$ cat config.mk
export PLATFORM = sky130hd
export DESIGN_NAME = note_glyph_renderer_flat
export DESIGN_NICKNAME = d
export VERILOG_FILES = /design/src/rtl/note_glyph_renderer_if.sv /design/src/rtl/note_glyph_renderer.sv /design/src/flat_wrapper.sv
export SDC_FILE = /design/constraint.sdc
export NUM_CORES = 1
export LEC_CHECK = 0
export CAP_MARGIN = 20
export CORE_MARGIN = 3
export CORE_UTILIZATION = 39
export DETAILED_ROUTE_END_ITERATION = 12
export PLACE_DENSITY = 0.82
export SYNTH_ARGS = -nofsm -noshare
export SYNTH_HDL_FRONTEND = slang
export SYNTH_SLANG_ARGS = --single-unit
$ cat constraint.sdc
create_clock -name clk -period 3.31 [get_ports clk]
set_input_delay 0.4965 -clock clk [delete_from_list [all_inputs] [get_ports clk]]
set_output_delay 0.4965 -clock clk [all_outputs]
set_load 0.02 [all_outputs]
$ cat src/rtl/note_glyph_renderer_if.sv
// note_glyph_renderer_if: row stream from the glyph renderer to the frame-buffer writer.
interface note_glyph_renderer_if;
    logic        row_valid;
    logic        row_ready;
    logic [23:0] row_data;
    logic [5:0]  row_addr;
    modport master(output row_valid, row_data, row_addr, input row_ready);
    modport slave(input row_valid, row_data, row_addr, output row_ready);
endinterface

$ cat src/rtl/note_glyph_renderer.sv
// note_glyph_renderer: streams a 64x24 glyph region for one note/length code pair.
// Optional ledger line through the k=0 head is enabled by defining RENDER_LEDGER_EN.
module note_glyph_renderer #(
    parameter int HEAD_LSB = 10,
    parameter int STEM_COL = 14
) (
    input  logic                          clk,
    input  logic                          rst,
    input  logic                          start,
    input  logic [15:0]                   note_code,
    input  logic [15:0]                   length_code,
    note_glyph_renderer_if.master         rowBus,
    output logic                          busy,
    output logic                          done,
    output logic                          code_err
);
    typedef enum logic [1:0] {IDLE, EMIT, DONE} stateT;
    stateT       state, nextState;
    logic [5:0]  cnt;
    logic [2:0]  kReg, decK, gK;
    logic        shortReg, okReg, decShort, decOk, gShort, gOk, xfer, accept;
    logic [6:0]  gRow, base, off;
    logic [3:0]  head;
    logic [23:0] rowData, glyph;

    assign xfer = rowBus.row_valid && rowBus.row_ready;
    assign accept = (state == IDLE) && start;
    assign busy = state != IDLE;
    assign done = state == DONE;
    assign rowBus.row_valid = state == EMIT;
    assign rowBus.row_addr = cnt;
    assign rowBus.row_data = rowData;

    always_comb begin
        decShort = length_code == 16'h0001;
        decK = (note_code == 16'h0001) ? 3'd6 : note_code[2:0] - 3'd2;
        decOk = ((note_code[15:4] == 12'h000 && note_code[3:0] >= 4'hA) || note_code == 16'h0001)
                && (decShort || length_code == 16'h0010);
    end

    // The glyph for the next row to present: row 0 of the new codes at accept, else cnt+1.
    always_comb begin
        gRow = (state == IDLE) ? 7'd0 : {1'b0, cnt} + 7'd1;
        gK = (state == IDLE) ? decK : kReg;
        gShort = (state == IDLE) ? decShort : shortReg;
        gOk = (state == IDLE) ? decOk : okReg;
        base = {1'b0, gK, 3'b000};
        off = gRow - base;
        head = (off[2:0] == 3'd0 || off[2:0] == 3'd7) ? 4'b0110 : gShort ? 4'b1111 : 4'b1001;
        glyph = '0;
        if (gOk && off < 7'd8) glyph[HEAD_LSB +: 4] = head;
        if (gOk && gShort && off >= 7'd8 && off < 7'd16) glyph[STEM_COL] = 1'b1;
`ifdef RENDER_LEDGER_EN
        if (gOk && gK == 3'd0 && gRow == 7'd3) glyph[HEAD_LSB - 2 +: 8] = 8'hFF;
`endif
    end

    always_comb begin
        nextState = state;
        nextState = accept ? EMIT :
                    (state == EMIT && xfer && cnt == 6'd63) ? DONE :
                    (state == DONE) ? IDLE : state;
    end

    always_ff @(posedge clk or negedge rst)
        if (!rst) state <= IDLE;
        else state <= nextState;

    always_ff @(posedge clk or negedge rst) begin
        if (!rst) begin
            cnt <= '0;
            rowData <= '0;
            kReg <= '0;
            shortReg <= 1'b0;
            okReg <= 1'b0;
            code_err <= 1'b0;
        end else if (accept) begin
            cnt <= '0;
            rowData <= glyph;
            kReg <= decK;
            shortReg <= decShort;
            okReg <= decOk;
            code_err <= !decOk;
        end else if (xfer && cnt != 6'd63) begin
            cnt <= cnt + 6'd1;
            rowData <= glyph;
        end
    end
endmodule

$ cat src/flat_wrapper.sv
// flat-port wrapper written by rule: the top's interface ports become plain ports
module note_glyph_renderer_flat 
#(
    parameter int HEAD_LSB = 10,
    parameter int STEM_COL = 14
)
  (clk, rst, start, note_code, length_code, busy, done, code_err, rowBus_row_valid, rowBus_row_data, rowBus_row_addr, rowBus_row_ready);
  note_glyph_renderer_if rowBus_i ();
  input  logic clk;
  input  logic rst;
  input  logic start;
  input  logic [15:0] note_code;
  input  logic [15:0] length_code;
  output logic busy;
  output logic done;
  output logic code_err;
  output wire logic [$bits(rowBus_i.row_valid)-1:0] rowBus_row_valid;
  output wire logic [$bits(rowBus_i.row_data)-1:0] rowBus_row_data;
  output wire logic [$bits(rowBus_i.row_addr)-1:0] rowBus_row_addr;
  input wire logic [$bits(rowBus_i.row_ready)-1:0] rowBus_row_ready;
  assign rowBus_row_valid = rowBus_i.row_valid;
  assign rowBus_row_data = rowBus_i.row_data;
  assign rowBus_row_addr = rowBus_i.row_addr;
  assign rowBus_i.row_ready = rowBus_row_ready;
  note_glyph_renderer #(.HEAD_LSB(HEAD_LSB), .STEM_COL(STEM_COL)) u_core (.clk(clk), .rst(rst), .start(start), .note_code(note_code), .length_code(length_code), .rowBus(rowBus_i), .busy(busy), .done(done), .code_err(code_err));
endmodule
==> results of run 1 <==
[report_power, final]
group          internal, mW  switching (mW)
clock                0.0469          0.0666
sequential            0.262          0.0635
combinational         0.299           0.312
[metal layers]
layer,wire length [µm],up-vias,global-route usage,share of wire
met3,103,4,0.0369,0.034
met2,1620,22,0.255,0.54
met4,27,0,0.0396,0.0090
li1,-,572,-,-
met5,0,-,0,0
met1,1240,510,0.185,0.41
[worst max-delay path: stages]
cell and delay, ns:
clkdlybuf4s50_1 0.40, nor4_1 0.30, nand3_1 0.15, o41ai_1 0.32, o21ai_0 0.13, ha_1 0.22, fa_1 0.38, xor2_1 0.16
and2_2 0.17, o221ai_2 0.10, o41ai_2 0.34
[registers in the layout, indices dropped and copies added (netlist names)]
register / cells
u_core.code_err: 1
u_core.rowBus.row_addr: 6
u_core.kReg: 3
u_core.okReg: 1
u_core.state: 2
u_core.rowBus.row_data: 3
u_core.shortReg: 1
[cells by family (layout without fill, tap and decap cells)]
logic type	count (synthesis)	after routing	synth area share
AO/OA/AOI/OAI	28	28	0.169
XOR/XNOR	9	9	0.0597
adder cells (fa/ha/maj)	5	5	0.0530
buffers and inverters	30	61	0.152
flip-flops	17	17	0.322
multiplexers	1	1	0.00758
other	1	19	0.00284
AND/OR/NAND/NOR	57	57	0.235
[area by class of cell]
| class | count | area [µm²] |
|---|---|---|
| repair buffers | 51 | 508 |
| well taps | 44 | 55.1 |
| fillers | 298 | 1350 |
| inverters | 6 | 22.5 |
| multi-input cells | 119 | 763 |
| clock buffers | 4 | 26.3 |
| flip-flops and latches | 17 | 425 |
[worst paths after layout]
path                                 startpoint                         end  slack [ns]  cells after the start
worst max-delay path               note_code[6]  u_core.rowBus.row_data[14]        0.34                     11
worst min-delay path             u_core.kReg[2]              u_core.kReg[2]        0.49                      2
worst max register to register  u_core.state[0]  u_core.rowBus.row_data[14]        0.39                     10
worst min register to register   u_core.kReg[2]              u_core.kReg[2]        0.49                      2
max in group asynchronous                   rst             u_core.code_err        2.19                      1
min in group asynchronous                   rst             u_core.state[1]        0.64                      1
[cells in the mapped netlist, types with 2 or more instances]
cell and n:
nand3_1 3, o21a_1 3, or2_2 2, a21oi_1 4
and2_1 2, nor4_2 3, nor2b_1 3, and2_2 2
nor4_1 5, o41ai_1 2, xnor2_1 3, nand2_1 21
ha_1 4, buf_4 21, dfrtp_1 17, inv_1 6
xor2_1 6, nor2_1 9, o21ai_0 10
[through the flow]
step	setup slack (ns)	instance area, µm²	std cells	utilization	total power [mW]
after global placement	0.138	1770	237	0.563	0.920
after detailed placement	0.0128	1770	237	0.563	0.941
after floorplan	0.618	1390	166	-	0.750
after CTS	0.315	1800	241	0.571	1.06
after global routing	0.0615	1800	241	0.571	1.13
final	0.345	1800	241	0.571	1.05
==> summary.md, run 1 <==
| Metric | Value |
|---|---|
| Outcome | `completed` |
| WHS | `0.494 ns` |
| # IOs | `70` |
| Post-route ant nets | `0` |
| Die Y | `64.2 µm` |
| Synth Register Bits | `17` |
| Share of post-route cells with drive strength above 1 | `0.102` |
| Largest fanout on the critical path | `3` |
| Number of enable flip-flop cells after synthesis | `0` |
| Cell Area, Synth | `1320 µm²` |
| Mapped Avg Cell Area | `8.93 µm²` |
| Synth Instances | `148` |
| CTS tree | `built` |
| Die Span X | `64.2 µm` |
| DRC viols | `0` |
| TNS Setup | `0 ns` |
| GR Overflow Total | `0` |
| Max Root-Sink Buffers | `2` |
| Yosys cell types | `41` |
| CP Class | `primary input to register` |
| Fmax | `337 MHz` |
| HP Class | `register to register` |
| DR WL/cell | `12.4 µm` |
| Slew @ Worst Pin | `0.765 ns` |
| WL final | `2990 µm` |
| Max-cap violations | `0` |
| Starting DRT DRC Count | `57` |
| Row count | `20` |
| Seq/Total Area, Yosys | `0.322` |
| Top post-synthesis cells by area | `dfrtp_1 32%, buf_4 12%, nand2_1 6.0%` |
| Global placer's final weighted congestion | `0.737` |
| Root buffer cell | `clkbuf_4` |
| Inserted Diodes | `0` |
| Max-slew headroom | `0.488` |
| Nets | `239` |
| Worst endpoint required time | `3.50 ns` |
| DR vias/cell | `4.60` |
| Fin crit share | `0.896` |
| Asr flop ratio synth | `1.00` |
| H-tree Lvls | `1` |
| Fin. Hold Viols | `0` |
| Most frequent cells in the layout | `50 x clkdlybuf4s50_1, 21 x nand2_1, 19 x conb_1, 17 x dfrtp_1, 10 x o21ai_0` |
| Skew final | `0.00328 ns` |
| Post-synth top area cell | `dfrtp_1` |
| Power Density | `583 nW/µm²` |
| Most common cell after layout, fill and taps aside | `clkdlybuf4s50_1` |
| Layout area overhead | `36.3%` |
| TritonRoute pass-1 iters | `4` |
| Startpoint types | `primary input` |
| VDD IR max | `0.270 mV` |
| GRT Total Usage | `0.149` |
| Vias in the first global route | `1,029` |
| Core Region | `3150 µm²` |
| Yosys top cell area share | `0.322` |
| Crit. End Element | `register` |
| Via count | `1,108` |
| Dominant register cell in the synthesized netlist | `dfrtp_1` |
| RSZ-0062 raised after global routing | `no` |
| Lkg Pwr | `0.747 nW` |
| Max-slew violations | `0` |
| Initial antenna violation count | `0` |
| Worst EP arrival | `3.16 ns` |
| CTS Sinks | `17` |
| # resized after CTS | `0` |
| Clock period minus worst slack | `2.97 ns` |
| Syn. warnings | `0` |
| Port bufs | `50` |
| Starting Density | `0.419` |
| DP HPWL | `2490 µm` |
| Worst skew pair latency | `0.29 ns` |
| First-pass GRT wire length | `4830 µm` |
| Post-CTS setup buffers | `0` |
| Count of final setup violators | `0` |
| CTS Buf Count | `3` |
| Worst-path clk slew | `0.10 ns` |
| Cts hold-fix bufs | `0` |
| Die footprint | `4120 µm²` |
| Largest net degree at the start of global routing | `18` |
No activity file was read; power rests on OpenSTA's default activity.
==> run 2, diff against run 1 <==
- TNS_END_PERCENT: default -> 10
==> results of run 2 <==
The final DEF is identical to that of run 1; final timing and power are the same.
==> run 3, diff against run 2 <==
- CORE_MARGIN: 3 -> 2
- SKIP_CTS_REPAIR_TIMING: default -> 1
==> summary.md, run 3 (synthesis gave the netlist of run 1 again) <==
| Metric | Value |
|---|---|
| DR WL/cell | `11.4 µm (-8.4%)` |
| Fin crit share | `0.892 (-0.00336)` |
| DRC viols | `0 (unchanged)` |
| Fmax | `339 MHz (+0.38%)` |
| Global placer's final weighted congestion | `0.811 (+10%)` |
| Port bufs | `50 (unchanged)` |
| CTS tree | `built` |
| Via count | `1,115 (+0.63%)` |
| Lkg Pwr | `0.760 nW (+1.7%)` |
| Max-cap violations | `0 (unchanged)` |
| GRT met2 Usage | `0.292 (+0.0366)` |
| Max-slew headroom | `0.479 (-0.00915)` |
| Count of final setup violators | `0 (unchanged)` |
| WL final | `2790 µm (-6.9%)` |
| Clock period minus worst slack | `2.95 ns (-0.0111 ns)` |
| Most frequent cells in the layout | `50 x clkdlybuf4s50_1, 21 x nand2_1, 19 x conb_1, 17 x dfrtp_1, 10 x o21ai_0` |
| RSZ-0062 raised after global routing | `no` |
| Largest fanout on the critical path | `3 (unchanged)` |
| Cell Area, Placed | `1790 µm² (+0.99%)` |
| CP Launch Point | `note_code[5]` |
| CTS Buf Count | `3 (unchanged)` |
| H-tree Lvls | `1 (unchanged)` |
| CTS Sinks | `17 (unchanged)` |
| Storage cell area | `425 µm² (unchanged)` |
| Row count | `21 (+5.0%)` |
| M1 GR Usage | `0.179 (-0.00568)` |
| Root buffer cell | `clkbuf_4` |
| First-pass GRT wire length | `4970 µm (+3.0%)` |
| Core Region | `3280 µm² (+4.2%)` |
| Crit. End Element | `register` |
| Area of the multi-input gates | `763 µm² (unchanged)` |
| Slew @ Worst Pin | `0.779 ns (+0.0137 ns)` |
| Gr busiest metal | `met2` |
| Die Y | `62.2 µm (-3.1%)` |
| Worst EP arrival | `3.16 ns (about the same)` |
| Dpl ws | `0.0119 ns (-0.000884 ns)` |
| TNS Setup | `0 ns (unchanged)` |
| GR Overflow Total | `0 (unchanged)` |
| Reg2Reg Capture Point | `u_core.rowBus.row_data[14]` |
| Starting Density | `0.402 (-0.0168)` |
| Die Span X | `62.2 µm (-3.1%)` |
| GR Layer Usage met3 | `0.0399 (+0.00295)` |
| Starting DRT DRC Count | `44 (-23%)` |
| R2R cell count | `11 (+1)` |
| Largest net degree at the start of global routing | `18 (unchanged)` |
| Outcome | `completed` |
| Power Density | `574 nW/µm² (-1.5%)` |
| Fin. Hold Viols | `0 (unchanged)` |
| Share of post-route cells with drive strength above 1 | `0.116 (+0.0141)` |
| Layout area overhead | `37.7%` |
| VDD IR max | `0.302 mV (+12%)` |
| Nets | `241 (+0.84%)` |
| GRT Total Usage | `0.156 (+0.00750)` |
| Worst-path clk slew | `0.10 ns (about the same)` |
| Worst endpoint required time | `3.51 ns (about the same)` |
| Inserted Diodes | `0 (unchanged)` |
| Crit path to | `u_core.rowBus.row_data[14]` |
| HP Class | `register to register` |
| Fillcell total | `302 (+1.3%)` |
| Startpoint types | `primary input` |
| DR vias/cell | `4.55 (-1.0%)` |
| CP Class | `primary input to register` |
| Max Root-Sink Buffers | `2 (unchanged)` |
| Most common cell after layout, fill and taps aside | `clkdlybuf4s50_1` |
| DP HPWL | `2300 µm (-7.5%)` |
| Flop-to-flop setup slack | `0.52 ns (+0.13 ns)` |
| Initial antenna violation count | `0 (unchanged)` |
| Power Total | `1.05 mW (-0.52%)` |
| Worst skew pair latency | `0.29 ns (about the same)` |
| TritonRoute pass-1 iters | `4 (unchanged)` |
| Vias in the first global route | `1,132 (+10%)` |
| Final Cell Area | `1820 µm² (+1.0%)` |
| R2r startpoint | `u_core.rowBus.row_addr[0]` |
| Max reg flops | `6 (unchanged)` |
| Final setup margin | `0.356 ns (+0.0111 ns)` |
| # IOs | `70 (unchanged)` |
| Skew final | `0.00562 ns (+0.00235 ns)` |
| Post-route ant nets | `0 (unchanged)` |
| Max-slew violations | `0 (unchanged)` |
| Die footprint | `3870 µm² (-6.1%)` |
-- run 3: worst max-delay path: stages --
cell	delay (ns)
clkdlybuf4s50_1	0.40
nor4_1	0.29
nand3_1	0.15
o41ai_1	0.33
o21ai_0	0.14
ha_1	0.22
fa_1	0.38
xor2_1	0.16
and2_2	0.16
o221ai_2	0.10
o41ai_2	0.31
-- run 3: per-stage QoR --
step,std cells,hold slack [ns],utilization
3_3_place_gp,241,0.455,0.546
4_1_cts,245,0.500,0.554
2_1_floorplan,166,0.201,-
5_1_grt,245,0.522,0.554
6_report,245,0.492,0.554
3_5_place_dp,241,0.467,0.546
-- run 3: worst min-delay path by stage --
| stage | start | to | slack (ns) | depth (start not counted) |
|---|---|---|---|---|
| floorplan | rst | u_core.code_err | 0.20 | 0 |
| finish | u_core.kReg[2] | u_core.kReg[2] | 0.49 | 2 |
| global placement | u_core.okReg | u_core.okReg | 0.45 | 2 |
| detailed placement | u_core.rowBus.row_data[14] | u_core.rowBus.row_data[14] | 0.47 | 2 |
| CTS | u_core.kReg[2] | u_core.kReg[2] | 0.50 | 2 |
| global route | u_core.rowBus.row_data[14] | u_core.rowBus.row_data[14] | 0.52 | 2 |
-- run 3: per-layer routing --
layer,share of wire,vias up
met2,0.54,19
li1,-,572
met4,0.010,0
met3,0.031,4
met1,0.42,520
met5,0,-
-- run 3: final cells by class --
cell class | instances | share of cell area
sequential | 17 | 0.234
tap | 46 | 0.0316
clock buffer | 3 | 0.0124
inverter | 6 | 0.0124
clock inverter | 1 | 0.00275
multi-input combinational | 119 | 0.420
timing repair buffer | 53 | 0.287
-- run 3: report_power, final --
group | internal [mW] | total (mW) | switching [mW]
sequential | 0.262 | 0.324 | 0.0612
clock | 0.0450 | 0.112 | 0.0667
combinational | 0.302 | 0.610 | 0.308
